## config.mk

```make
export PLATFORM = sky130hd
export DESIGN_NAME = gcd_bin2bcd
export DESIGN_NICKNAME = d
export VERILOG_FILES = /design/src/rtl/gcd_bin2bcd_pkg.sv /design/src/rtl/gcd_bin2bcd_adj.sv /design/src/rtl/gcd_bin2bcd.sv
export SDC_FILE = /design/constraint.sdc
export NUM_CORES = 1
export LEC_CHECK = 0
export CAP_MARGIN = 20
export CORE_ASPECT_RATIO = 1.5
export CORE_UTILIZATION = 45
export DETAILED_ROUTE_END_ITERATION = 16
export GPL_ROUTABILITY_DRIVEN = 0
export HOLD_SLACK_MARGIN = 0.02
export PLACE_DENSITY_LB_ADDON = 0.3
export SETUP_SLACK_MARGIN = 0.5
export SYNTH_ARGS = -nofsm -noshare
export SYNTH_HDL_FRONTEND = slang
export SYNTH_SLANG_ARGS = --single-unit
```

## constraint.sdc

```tcl
create_clock -name clk -period 1.7 [get_ports clk]
set_input_delay 0.51 -clock clk [delete_from_list [all_inputs] [get_ports clk]]
set_output_delay 0.51 -clock clk [all_outputs]
set_load 0.01 [all_outputs]
```

## src/rtl/gcd_bin2bcd_pkg.sv

```systemverilog
// Shared definitions for the gcd result BCD decoder and display path.
// FSM state encoding and the display digit count.
package gcd_bin2bcd_pkg;

    localparam int DISP_DIGITS = 4;

    typedef enum logic [1:0] {
        IDLE  = 2'd0,
        SHIFT = 2'd1,
        DONE  = 2'd2
    } state_t;

endpackage

```

## src/rtl/gcd_bin2bcd_adj.sv

```systemverilog
// Single BCD digit correction step for double dabble.
// A digit of 5 or more gets +3 so that the following shift carries correctly.
module bcd_digit_adj (
    input  logic [3:0] i_digit,
    output logic [3:0] o_digit
);

    assign o_digit = (i_digit >= 4'd5) ? i_digit + 4'd3 : i_digit;

endmodule

```

## src/rtl/gcd_bin2bcd.sv

```systemverilog
// Sequential binary-to-BCD converter (shift-and-add-3), one bit per cycle.
// Feeds packed BCD digits of the gcd result to the seven-segment driver.
module gcd_bin2bcd
    import gcd_bin2bcd_pkg::*;
#(
    parameter int BIN_W  = 32,
    parameter int DIGITS = DISP_DIGITS
) (
    input  logic                clk,
    input  logic                rst_n,
    input  logic                start,
    input  logic [BIN_W-1:0]    bin_in,
    output logic                busy,
    output logic                done,
    output logic [4*DIGITS-1:0] bcd_out,
    output logic                ovf
);

    localparam int ACC_W = 4 * DIGITS;
    localparam int CNT_W = $clog2(BIN_W);

    state_t             r_state;
    state_t             w_next;
    logic [BIN_W-1:0]   r_sh_bin;
    logic [ACC_W-1:0]   r_acc;
    logic [CNT_W-1:0]   r_cnt;
    logic               r_ovf_acc;
    logic [ACC_W-1:0]   r_bcd;
    logic               r_ovf;

    logic [ACC_W-1:0]   w_adj;
    logic [ACC_W-1:0]   w_acc_sh;
    logic               w_ovf_sh;
    logic               w_last;
    logic               w_load;

    for (genvar g = 0; g < DIGITS; g++) begin : g_adj
        bcd_digit_adj u_adj (
            .i_digit (r_acc[4*g +: 4]),
            .o_digit (w_adj[4*g +: 4])
        );
    end

    // The bit leaving the top digit is a lost 10**DIGITS carry.
    assign w_acc_sh = {w_adj[ACC_W-2:0], r_sh_bin[BIN_W-1]};
    assign w_ovf_sh = r_ovf_acc | w_adj[ACC_W-1];
    assign w_last   = (r_cnt == CNT_W'(BIN_W - 1));
    assign w_load   = start && (r_state == IDLE || r_state == DONE);

    always_comb begin
        w_next = r_state;
        unique case (r_state)
            IDLE:    if (start) w_next = SHIFT;
            SHIFT:   if (w_last) w_next = DONE;
            DONE:    w_next = start ? SHIFT : IDLE;
            default: w_next = IDLE;
        endcase
    end

    always_ff @(posedge clk or negedge rst_n) begin
        if (!rst_n) begin
            r_state <= IDLE;
        end else begin
            r_state <= w_next;
        end
    end

    // Results are latched on the final shift so they are valid during DONE.
    always_ff @(posedge clk or negedge rst_n) begin
        if (!rst_n) begin
            r_sh_bin  <= '0;
            r_acc     <= '0;
            r_cnt     <= '0;
            r_ovf_acc <= 1'b0;
            r_bcd     <= '0;
            r_ovf     <= 1'b0;
        end else if (w_load) begin
            r_sh_bin  <= bin_in;
            r_acc     <= '0;
            r_cnt     <= '0;
            r_ovf_acc <= 1'b0;
        end else if (r_state == SHIFT) begin
            r_sh_bin  <= r_sh_bin << 1;
            r_acc     <= w_acc_sh;
            r_ovf_acc <= w_ovf_sh;
            r_cnt     <= r_cnt + CNT_W'(1);
            if (w_last) begin
                r_bcd <= w_acc_sh;
                r_ovf <= w_ovf_sh;
            end
        end
    end

    assign busy    = (r_state == SHIFT);
    assign done    = (r_state == DONE);
    assign bcd_out = r_bcd;
    assign ovf     = r_ovf;

endmodule

```

# Yosys cells after proc, flatten, opt, wreduce, memory -nomap -nowiden
# Index checks and enable logic that the tools add are counted.
dict set report word_totals {
  mem_bits_ro 0
  latchBits 0
  inputBits 35
  ramBits 0
  regBits 73
  word_cells 45
  memories 0
  out_inout_bits 19
}
dict set report classes {
  eq_ne 5
  addsub 5
  magnitude_cmp 4
  div 0
  multipliers 0
  shift 0
  n_reduce_logical 6
  bitwise 2
  n_mux 16
}
# op n
set op_table {}
lappend op_table {{two-way mux 32 bit} 2}
lappend op_table {{two-way mux 16 bit} 2}
lappend op_table {{adder 4 x 2 -> 4 bit (second input constant)} 4}
lappend op_table {{>= comparator 4 x 3 -> 1 bit (second input constant)} 4}
lappend op_table {{two-way mux 4 bit} 4}
lappend op_table {{two-way mux 5 bit} 2}
lappend op_table {{one-hot mux 2 bit (3 select lines)} 1}
lappend op_table {{adder 5 x 1 -> 5 bit (second input constant)} 1}
lappend op_table {{== test 5 bit (second input constant)} 1}
lappend op_table {{two-way mux 2 bit} 2}
lappend op_table {{two-way mux 1 bit} 3}
lappend op_table {{AND reduction 3 bit} 1}
lappend op_table {{== test 2 x 1 -> 1 bit (second input constant)} 1}
lappend op_table {{== test 2 bit (second input constant)} 1}
lappend op_table {{logical NOT 2 bit} 1}
lappend op_table {{inequality test 2 x 1 -> 1 bit (second input constant)} 1}
lappend op_table {{inequality test 2 bit (second input constant)} 1}
lappend op_table {{AND reduction 2 bit} 1}
lappend op_table {{nonzero test 2 bit} 1}
lappend op_table {{logical AND 1 bit} 1}
lappend op_table {{logical OR 1 bit} 1}
lappend op_table {{NOT 1 bit} 1}
lappend op_table {{OR 1 bit} 1}

# Logic depth before layout (Yosys ltp)
# Gate-level depths: netlist of the first run.
dict set report depth {
  depth_word 5
  mapped_depth 7
  ltp_nobuf 6
}

# Hierarchy
# Synthesis of the first run repeated with hierarchy kept, for this count alone.
dict set report hier_totals {
  cells_unflattened 311
  hier_area_um2 3428.3
}
# mod area_per_inst_um2 seq_area_each_um2 cells_each instances
set modules_own_cells {}
lappend modules_own_cells {gcd_bin2bcd 3022.9 1826.8 247 1}
lappend modules_own_cells {bcd_digit_adj 101.3 0.0 16 4}

# Least setup slack after synthesis of the first run
# OpenSTA, ideal clock, no wires.
dict set report synth_timing {
  kind {register to register}
  start {register r_cnt[0]}
  end {register r_bcd[0] (netlist: bcd_out[0])}
  arrival_time_ps 1390
  synth_period_minus_slack_ps 1515
  n_path_buf 0
  required_time_ps 1575
  path_slack_ps 185
  setup_ps 125
  stages_incl_launch_ff 6
  cell_sequence {dfrtp_1 ha_1 and3_1 ha_1 nand2_2 mux2_2}
}
dict set report synth_via {
  elab_chain_len 2
}
# item line
set synth_lines {}
lappend synth_lines {{start, declared} gcd_bin2bcd.sv:26} ;# logic [CNT_W-1:0] r_cnt;
lappend synth_lines {{start signal, assigned} gcd_bin2bcd.sv:86} ;# r_cnt <= r_cnt + CNT_W'(1);
lappend synth_lines {{== test 5 bit} gcd_bin2bcd.sv:47} ;# assign w_last = (r_cnt == CNT_W'(BIN_W - 1));
lappend synth_lines {{AND reduction 3 bit (no source line)} -}
lappend synth_lines {{end signal, assigned} gcd_bin2bcd.sv:88} ;# r_bcd <= w_acc_sh;
lappend synth_lines {{end, declared} gcd_bin2bcd.sv:28} ;# logic [ACC_W-1:0] r_bcd;
# No other way between the ends.
# A chain may end at the register's enable or synchronous reset.

# Worst setup path in the final report of the first run
dict set report layout_timing {
  start {register r_state[0]}
  end {output busy}
}
dict set report layout_via {
  elab_chain_len 1
}
# item line
set layout_lines {}
lappend layout_lines {{start, declared} gcd_bin2bcd.sv:22} ;# state_t r_state;
lappend layout_lines {{start signal, assigned} gcd_bin2bcd.sv:64} ;# r_state <= w_next;
lappend layout_lines {{== test 2 x 1 -> 1 bit} gcd_bin2bcd.sv:94} ;# assign busy = (r_state == SHIFT);
lappend layout_lines {{end, declared} gcd_bin2bcd.sv:13} ;# output logic busy,
# No other way between the ends.

==> results of run 1 <==
## worst reg2reg max path, stage by stage, from the launching register on
cell,delay [ns]
dfrtp_1,0.38
nand2b_4,0.16
inv_6,0.07
clkbuf_8,0.35
nand2_4,0.15
buf_12,0.18
nor2_1,0.09
a2bb2oi_1,0.06
## worst max path at each step
stage / start / endpoint / cells after the start
global route: r_state[0] / busy / 4
floorplan: r_cnt[0] / bcd_out[0] / 5
CTS: r_state[0] / busy / 4
global placement: start / r_acc[5] / 6
finish: r_state[0] / busy / 4
detailed placement: start / r_acc[12] / 6
## placed cells by master, fill, tap and decap left out, drive strengths merged
cell type,instances
nand2,96
buf,82
dfrtp,73
o21ai,40
clkdlybuf4s50,32
a22oi,31
a21oi,12
clkbuf,11
inv,11
ha,10
nor3b,8
nand2b,6
mux2,5
nand3,5
nor2,5
a22o,4
xnor2,4
nor3,4
clkinvlp,3
nor2b,2
and3,1
a2bb2oi,1
nand4,1
bufinv,1
clkinv,1
dlygate4sd2,1
## registers in the layout (all words and copies together) (netlist names)
register / cells
r_ovf_acc: 1
bcd_out: 16
r_sh_bin: 32
r_state: 2
r_acc: 16
r_cnt: 5
ovf: 1
## cell families (layout without fill, tap and decap cells)
| logic type | count (synthesis) | count (layout) | share of synthesized area [%] |
|---|---|---|---|
| AOI/OAI and AO/OA | 88 | 88 | 16.8 |
| xor gates and xnor gates | 4 | 4 | 1.06 |
| DFF | 73 | 73 | 55.5 |
| and+or+nand+nor | 126 | 128 | 16.7 |
| muxes | 5 | 5 | 1.94 |
| buffers and inverters | 28 | 142 | 4.22 |
| adders and majority gates | 10 | 10 | 3.80 |
## power by group
group | leakage (nW) | switching [mW] | internal (mW) | total [mW]
combinational | 1.35 | 2.55 | 2.90 | 5.45
clock | 0.0949 | 0.689 | 0.720 | 1.41
sequential | 0.904 | 0.704 | 2.51 | 3.21
## per-layer routing
layer / global-route usage, % / wire length, um / up-vias
li1: - / - / 1374
met1: 28.3 / 3380 / 1430
met2: 40.8 / 4840 / 89
met3: 5.17 / 357 / 21
met4: 7.98 / 325 / 0
met5: 0 / 0 / -
## layout make-up
type / instances / area [sq um] / share of cell area (%)
Multi-Input combinational cell: 235 / 1790 / 34.7
Timing Repair Buffer: 116 / 1190 / 23.1
Clock inverter: 6 / 66.3 / 1.29
Tap cell: 78 / 97.6 / 1.90
Inverter: 10 / 42.5 / 0.826
Clock buffer: 10 / 138 / 2.67
Sequential cell: 73 / 1830 / 35.5
## what timing repair did
| item | CTS | global route |
|---|---|---|
| pin swaps | 10 | 26 |
| endpoints found under the setup margin | 91 | 92 |
| setup buffers | 33 | 13 |
| cloned | 6 | 0 |
| gates resized for setup | 122 | 66 |
## stage by stage
stage	utilization, %	instances	instance area [sq um]
final	74.1	528	5150
after global routing	74.1	528	5150
after CTS	69.0	515	4790
after detailed placement	59.3	460	4120
after global placement	59.3	460	4120
after floorplan	-	334	3490
==> reports/qor.yml, run 1 <==
power_and_ir_drop:
  totalPowerFinal_mw: 10.1
  power.density_mw_per_mm2: 1960
  ir_worst_vdd_v: 0.000964
  leakagePower_nw: 2.35
sta:
  drv_slew: 0
  relSlewSlack_pct: 73.9
  setup_tns_ns: 0
  min_period_over_period_pct: 94.8
  skew_ns: 0.0102
  worst_hold_slack_ns: 0.170
  hold_viol: 0
  worst_slack_ns: 0.0883
  worstMarginPinSlew_ns: 0.392
  period_minus_slack_ns: 1.61
  rsz0062_at_grt: "true"
  finalSetupViolCount: 0
  fmaxAchievable_mhz: 620
clock_network:
  clk_latency_ns: 0.35
  cts_hold_buf: 0
  numCtsBuffers: 9
  cts_tree: "built"
  cts_root_buf: "clkbuf_8"
  htreeDepth: 3
  clock-sinks: 73
  clockBufferDepth: 2
  path_clk_slew_ns: 0.08
worst_setup_path:
  startpoint_type: "flop"
  critPathSlowestCell: "dfrtp_1"
  r2r_setup_slack_ns: 0.15
  critical_path_class: "flop to output port"
  r2r-start: "r_state[1]"
  r2r-end: "ovf"
  critPathArrivalTime_ns: 1.10
  cpMostUsedCell: "buf_6"
  cp.required_ns: 1.19
  crit_fanout: 4
  cpPeakStageDelay_ns: 0.39
  path_delay_family: "flip-flops"
  cp-end-kind: "output port"
  rr_worst_depth: 7
  path_cells: "buf_6 -> nand2b_4 -> inv_6 -> buf_6"
  cp.buffers_inverters: 3
cells_and_area:
  area_growth_pct: 56.4
  drive_gt1_share_pct: 44.4
  fillers: 477
  nets: 490
  antenna_cells: 0
yosys:
  synth.most_common_cell: "nand2_1"
  yosys-top-cells-count: "nand2_1 (95), dfrtp_1 (73), a22oi_1 (31)"
  synthCells: 334
  yosysWarningCount: 0
  synth_edf_count: 0
  netlist.area_leader.share_pct: 55.5
  synth_seq_cells: 73
  async_reset_ff_share_pct: 100
  syn_area_per_cell_sq_um: 9.85
  syn-num-nets: 379
  synth_top_area_cell: "dfrtp_1"
  synthTopCellsByArea: "dfrtp_1 (56%), nand2_1 (11%), a22oi_1 (7.1%)"
  synth-main-ff-cell: "dfrtp_1"
  ys_seq_area_share_pct: 55.5
  synth_cell_type_count: 29
  synth_area_sq_mm: 0.00329
global_route:
  grt_pass1_vias: 2832
  grt_overflow: 0
  grt_pass1_wl_mm: 13.7
  grt.total_usage_pct: 23.4
  antenna_found_initial: 0
  grt_max_degree: 74
drt:
  dr.pass1.iters: 4
  routedWlPerCell_um: 16.8
  drcViolationCount: 0
  antenna_left: 0
  vias: 2914
  drtIter0Drc: 129
  totalWireLength_mm: 8.89
  vias_per_cell: 5.52
floorplanning:
  start_util_pct: 47.4
  ios: 54
  die-area_sq_mm: 0.00767
  fp.dieH_um: 107
  rows: 37
  die_w_um: 71.8
  coreArea_sq_mm: 0.00694
outcome:
  status: "finished, final reports clean"
placed_design:
  dpl_worst_slack_ns: -0.368
  portBuffers: 53
  dp_hpwl_mm: 4.49
job:
  cap_violations: 0
min_path:
  hp-class: "primary input to async pin"
Note: power is estimated with default switching activity, not from simulation.
==> inputs of run 2 (changes only) <==
==> constraint.sdc (replaced) <==
create_clock -name clk -period 1.95 [get_ports clk]
set_input_delay 0.585 -clock clk [delete_from_list [all_inputs] [get_ports clk]]
set_output_delay 0.585 -clock clk [all_outputs]
set_load 0.01 [all_outputs]
==> run 2 against run 1 <==
First-iteration DRC count is 29% higher. Clock-buffer cell count is 1 higher. Combinational power is 29% lower. Design area is 11% lower. Sequential cell count stayed put. Worst setup slack better by 0.21 ns. Hold slack worse by 0.080 ns.
==> reports/qor.yml, run 2 (synthesis results as in run 1) <==
outcome:
  status: "finished, final reports clean"
cells_and_area:
  mostFrequentLayoutCells: "nand2_1 (95), dfrtp_1 (72), buf_4 (46)"
  fin_area_sq_mm: 0.00461
  nets: 481
  final_common_cell: "nand2_1"
  top_register: "r_sh_bin"
  fillers: 560
  antenna_cells: 0
  drive_gt1_share_pct: 30.7
  largest_register_ffs: 32
  area_growth_pct: 40.0
drt:
  totalWireLength_mm: 7.81
  drtIter0Drc: 166
  drcViolationCount: 0
  vias_per_cell: 5.38
  routedWlPerCell_um: 15.1
  antenna_left: 0
  vias: 2789
  dr.pass1.iters: 4
global_route:
  top_usage_layer: "met2"
  grt_use_met1_pct: 26.4
  grt_max_degree: 39
  grt_pass1_vias: 2760
  met2_usage_pct: 37.5
  grt_util_met3_pct: 5.45
  grt.total_usage_pct: 22.0
  grt_overflow: 0
  antenna_found_initial: 0
  grt_pass1_wl_mm: 12.9
min_path:
  hp-class: "primary input to async pin"
placed_design:
  place_area_sq_mm: 0.00391
  dp_hpwl_mm: 4.47
  dpl_worst_slack_ns: -0.488
  portBuffers: 53
worst_setup_path:
  critPathArrivalTime_ns: 1.07
  cp.required_ns: 1.36
  critPathSlowestCell: "dfrtp_1"
  rr_worst_depth: 8
  critical_path_class: "flop to output port"
  r2r-start: "r_state[1]"
  r2r-end: "bcd_out[13]"
  path_cells: "nand2b_4 -> inv_4 -> buf_6"
  r2r_setup_slack_ns: 0.45
  cpPeakStageDelay_ns: 0.38
  crit_fanout: 4
  cp-end-kind: "output port"
  startpoint_type: "flop"
sta:
  worst_slack_ns: 0.295
  period_minus_slack_ns: 1.65
  hold_viol: 0
  finalSetupViolCount: 0
  drv_slew: 0
  worstMarginPinSlew_ns: 0.358
  fmaxAchievable_mhz: 604
  relSlewSlack_pct: 76.1
  min_period_over_period_pct: 84.9
  rsz0062_at_grt: "true"
  skew_ns: 0.00755
clock_network:
  clockBufferDepth: 2
  path_clk_slew_ns: 0.07
  htreeDepth: 3
  clk_latency_ns: 0.34
  cts_root_buf: "clkbuf_8"
  cts_tree: "built"
  clock-sinks: 73
  numCtsBuffers: 9
job:
  cap_violations: 0
power_and_ir_drop:
  leakagePower_nw: 2.16
  power.density_mw_per_mm2: 1640
  ir_worst_vdd_v: 0.000792
floorplanning:
  die-area_sq_mm: 0.00767
  ios: 54
  die_w_um: 71.8
  rows: 37
  coreArea_sq_mm: 0.00694
  start_util_pct: 47.4
  fp.dieH_um: 107
## run 2: cell types whose count changed in the layout (fill, tap and decap cells not counted), sizes merged
| cell | change |
|---|---|
| bufinv | -1 |
| clkinv | +3 |
| inv | -1 |
| clkinvlp | -3 |
| nor2 | +2 |
| buf | -10 |
## run 2: worst max-delay path by stage
stage | endpoint | start | depth (start not counted) | slack (ns)
after floorplan | bcd_out[0] | r_cnt[0] | 5 | 0.50
after global placement | r_acc[3] | start | 5 | -0.46
after detailed placement | r_cnt[2] | start | 5 | -0.49
after CTS | busy | r_state[1] | 3 | 0.29
after global routing | busy | r_state[1] | 3 | 0.25
final | busy | r_state[1] | 3 | 0.30
## run 2: where the power goes
| part | leakage, nW | switching (mW) | total, mW | internal [mW] |
|---|---|---|---|---|
| sequential | 0.905 | 0.510 | 2.70 | 2.19 |
| combinational | 1.17 | 1.88 | 3.86 | 1.97 |
| clock | 0.0887 | 0.526 | 1.01 | 0.481 |
| total | 2.16 | 2.92 | 7.56 | 4.64 |
## run 2: area by class of cell
type / instances / area (sq um) / share of cell area (%)
flip-flops and latches: 73 / 1830 / 39.7
multi-input cells: 237 / 1590 / 34.6
repair buffers: 105 / 887 / 19.3
clock buffers: 11 / 141 / 3.07
well taps: 78 / 97.6 / 2.12
inverters: 10 / 40.0 / 0.869
clock inverters: 4 / 20.0 / 0.435
## run 2: per-stage QoR
| step | instances | power (mW) | hold slack (ns) | util (%) | TNS, ns |
|---|---|---|---|---|---|
| floorplan | 334 | 4.54 | 0.289 | - | 0 |
| global placement | 456 | 5.30 | 0.455 | 56.3 | -18.76 |
| detailed placement | 456 | 5.44 | 0.456 | 56.3 | -18.78 |
| CTS | 504 | 7.16 | 0.0832 | 63.7 | 0 |
| global route | 518 | 8.13 | 0.0832 | 66.3 | 0 |
| finish | 518 | 7.56 | 0.0901 | 66.3 | 0 |
## run 2: critical path, delay by kind of cell, from the launching register on
family	cells	cell delay, ns
simple gates	1	0.15
buf+inv	2	0.20
flops	1	0.38
## run 2: metal layers
metal,part of all wire [%],vias to the layer above
met5,0,-
met4,1.7,0
met3,3.7,13
met2,53,71
met1,42,1354
li1,-,1351
## run 2: repair_timing
action | 4_1_cts | 5_1_grt
buffers inserted | 29 | 14
gates cloned | 4 | 0
resized for setup | 121 | 13
hold buffers | 0 | 0
endpoints found under the hold margin | 0 | 0
pin swaps | 11 | 7
endpoints found under the setup margin | 90 | 76
==> inputs of run 3 (changes only) <==
==> constraint.sdc (replaced) <==
create_clock -name clk -period 1.7 [get_ports clk]
set_input_delay 0.51 -clock clk [delete_from_list [all_inputs] [get_ports clk]]
set_output_delay 0.51 -clock clk [all_outputs]
set_load 0.01 [all_outputs]
==> results of run 3 <==
No change in the layout: final DEF, timing and power equal those of run 1.
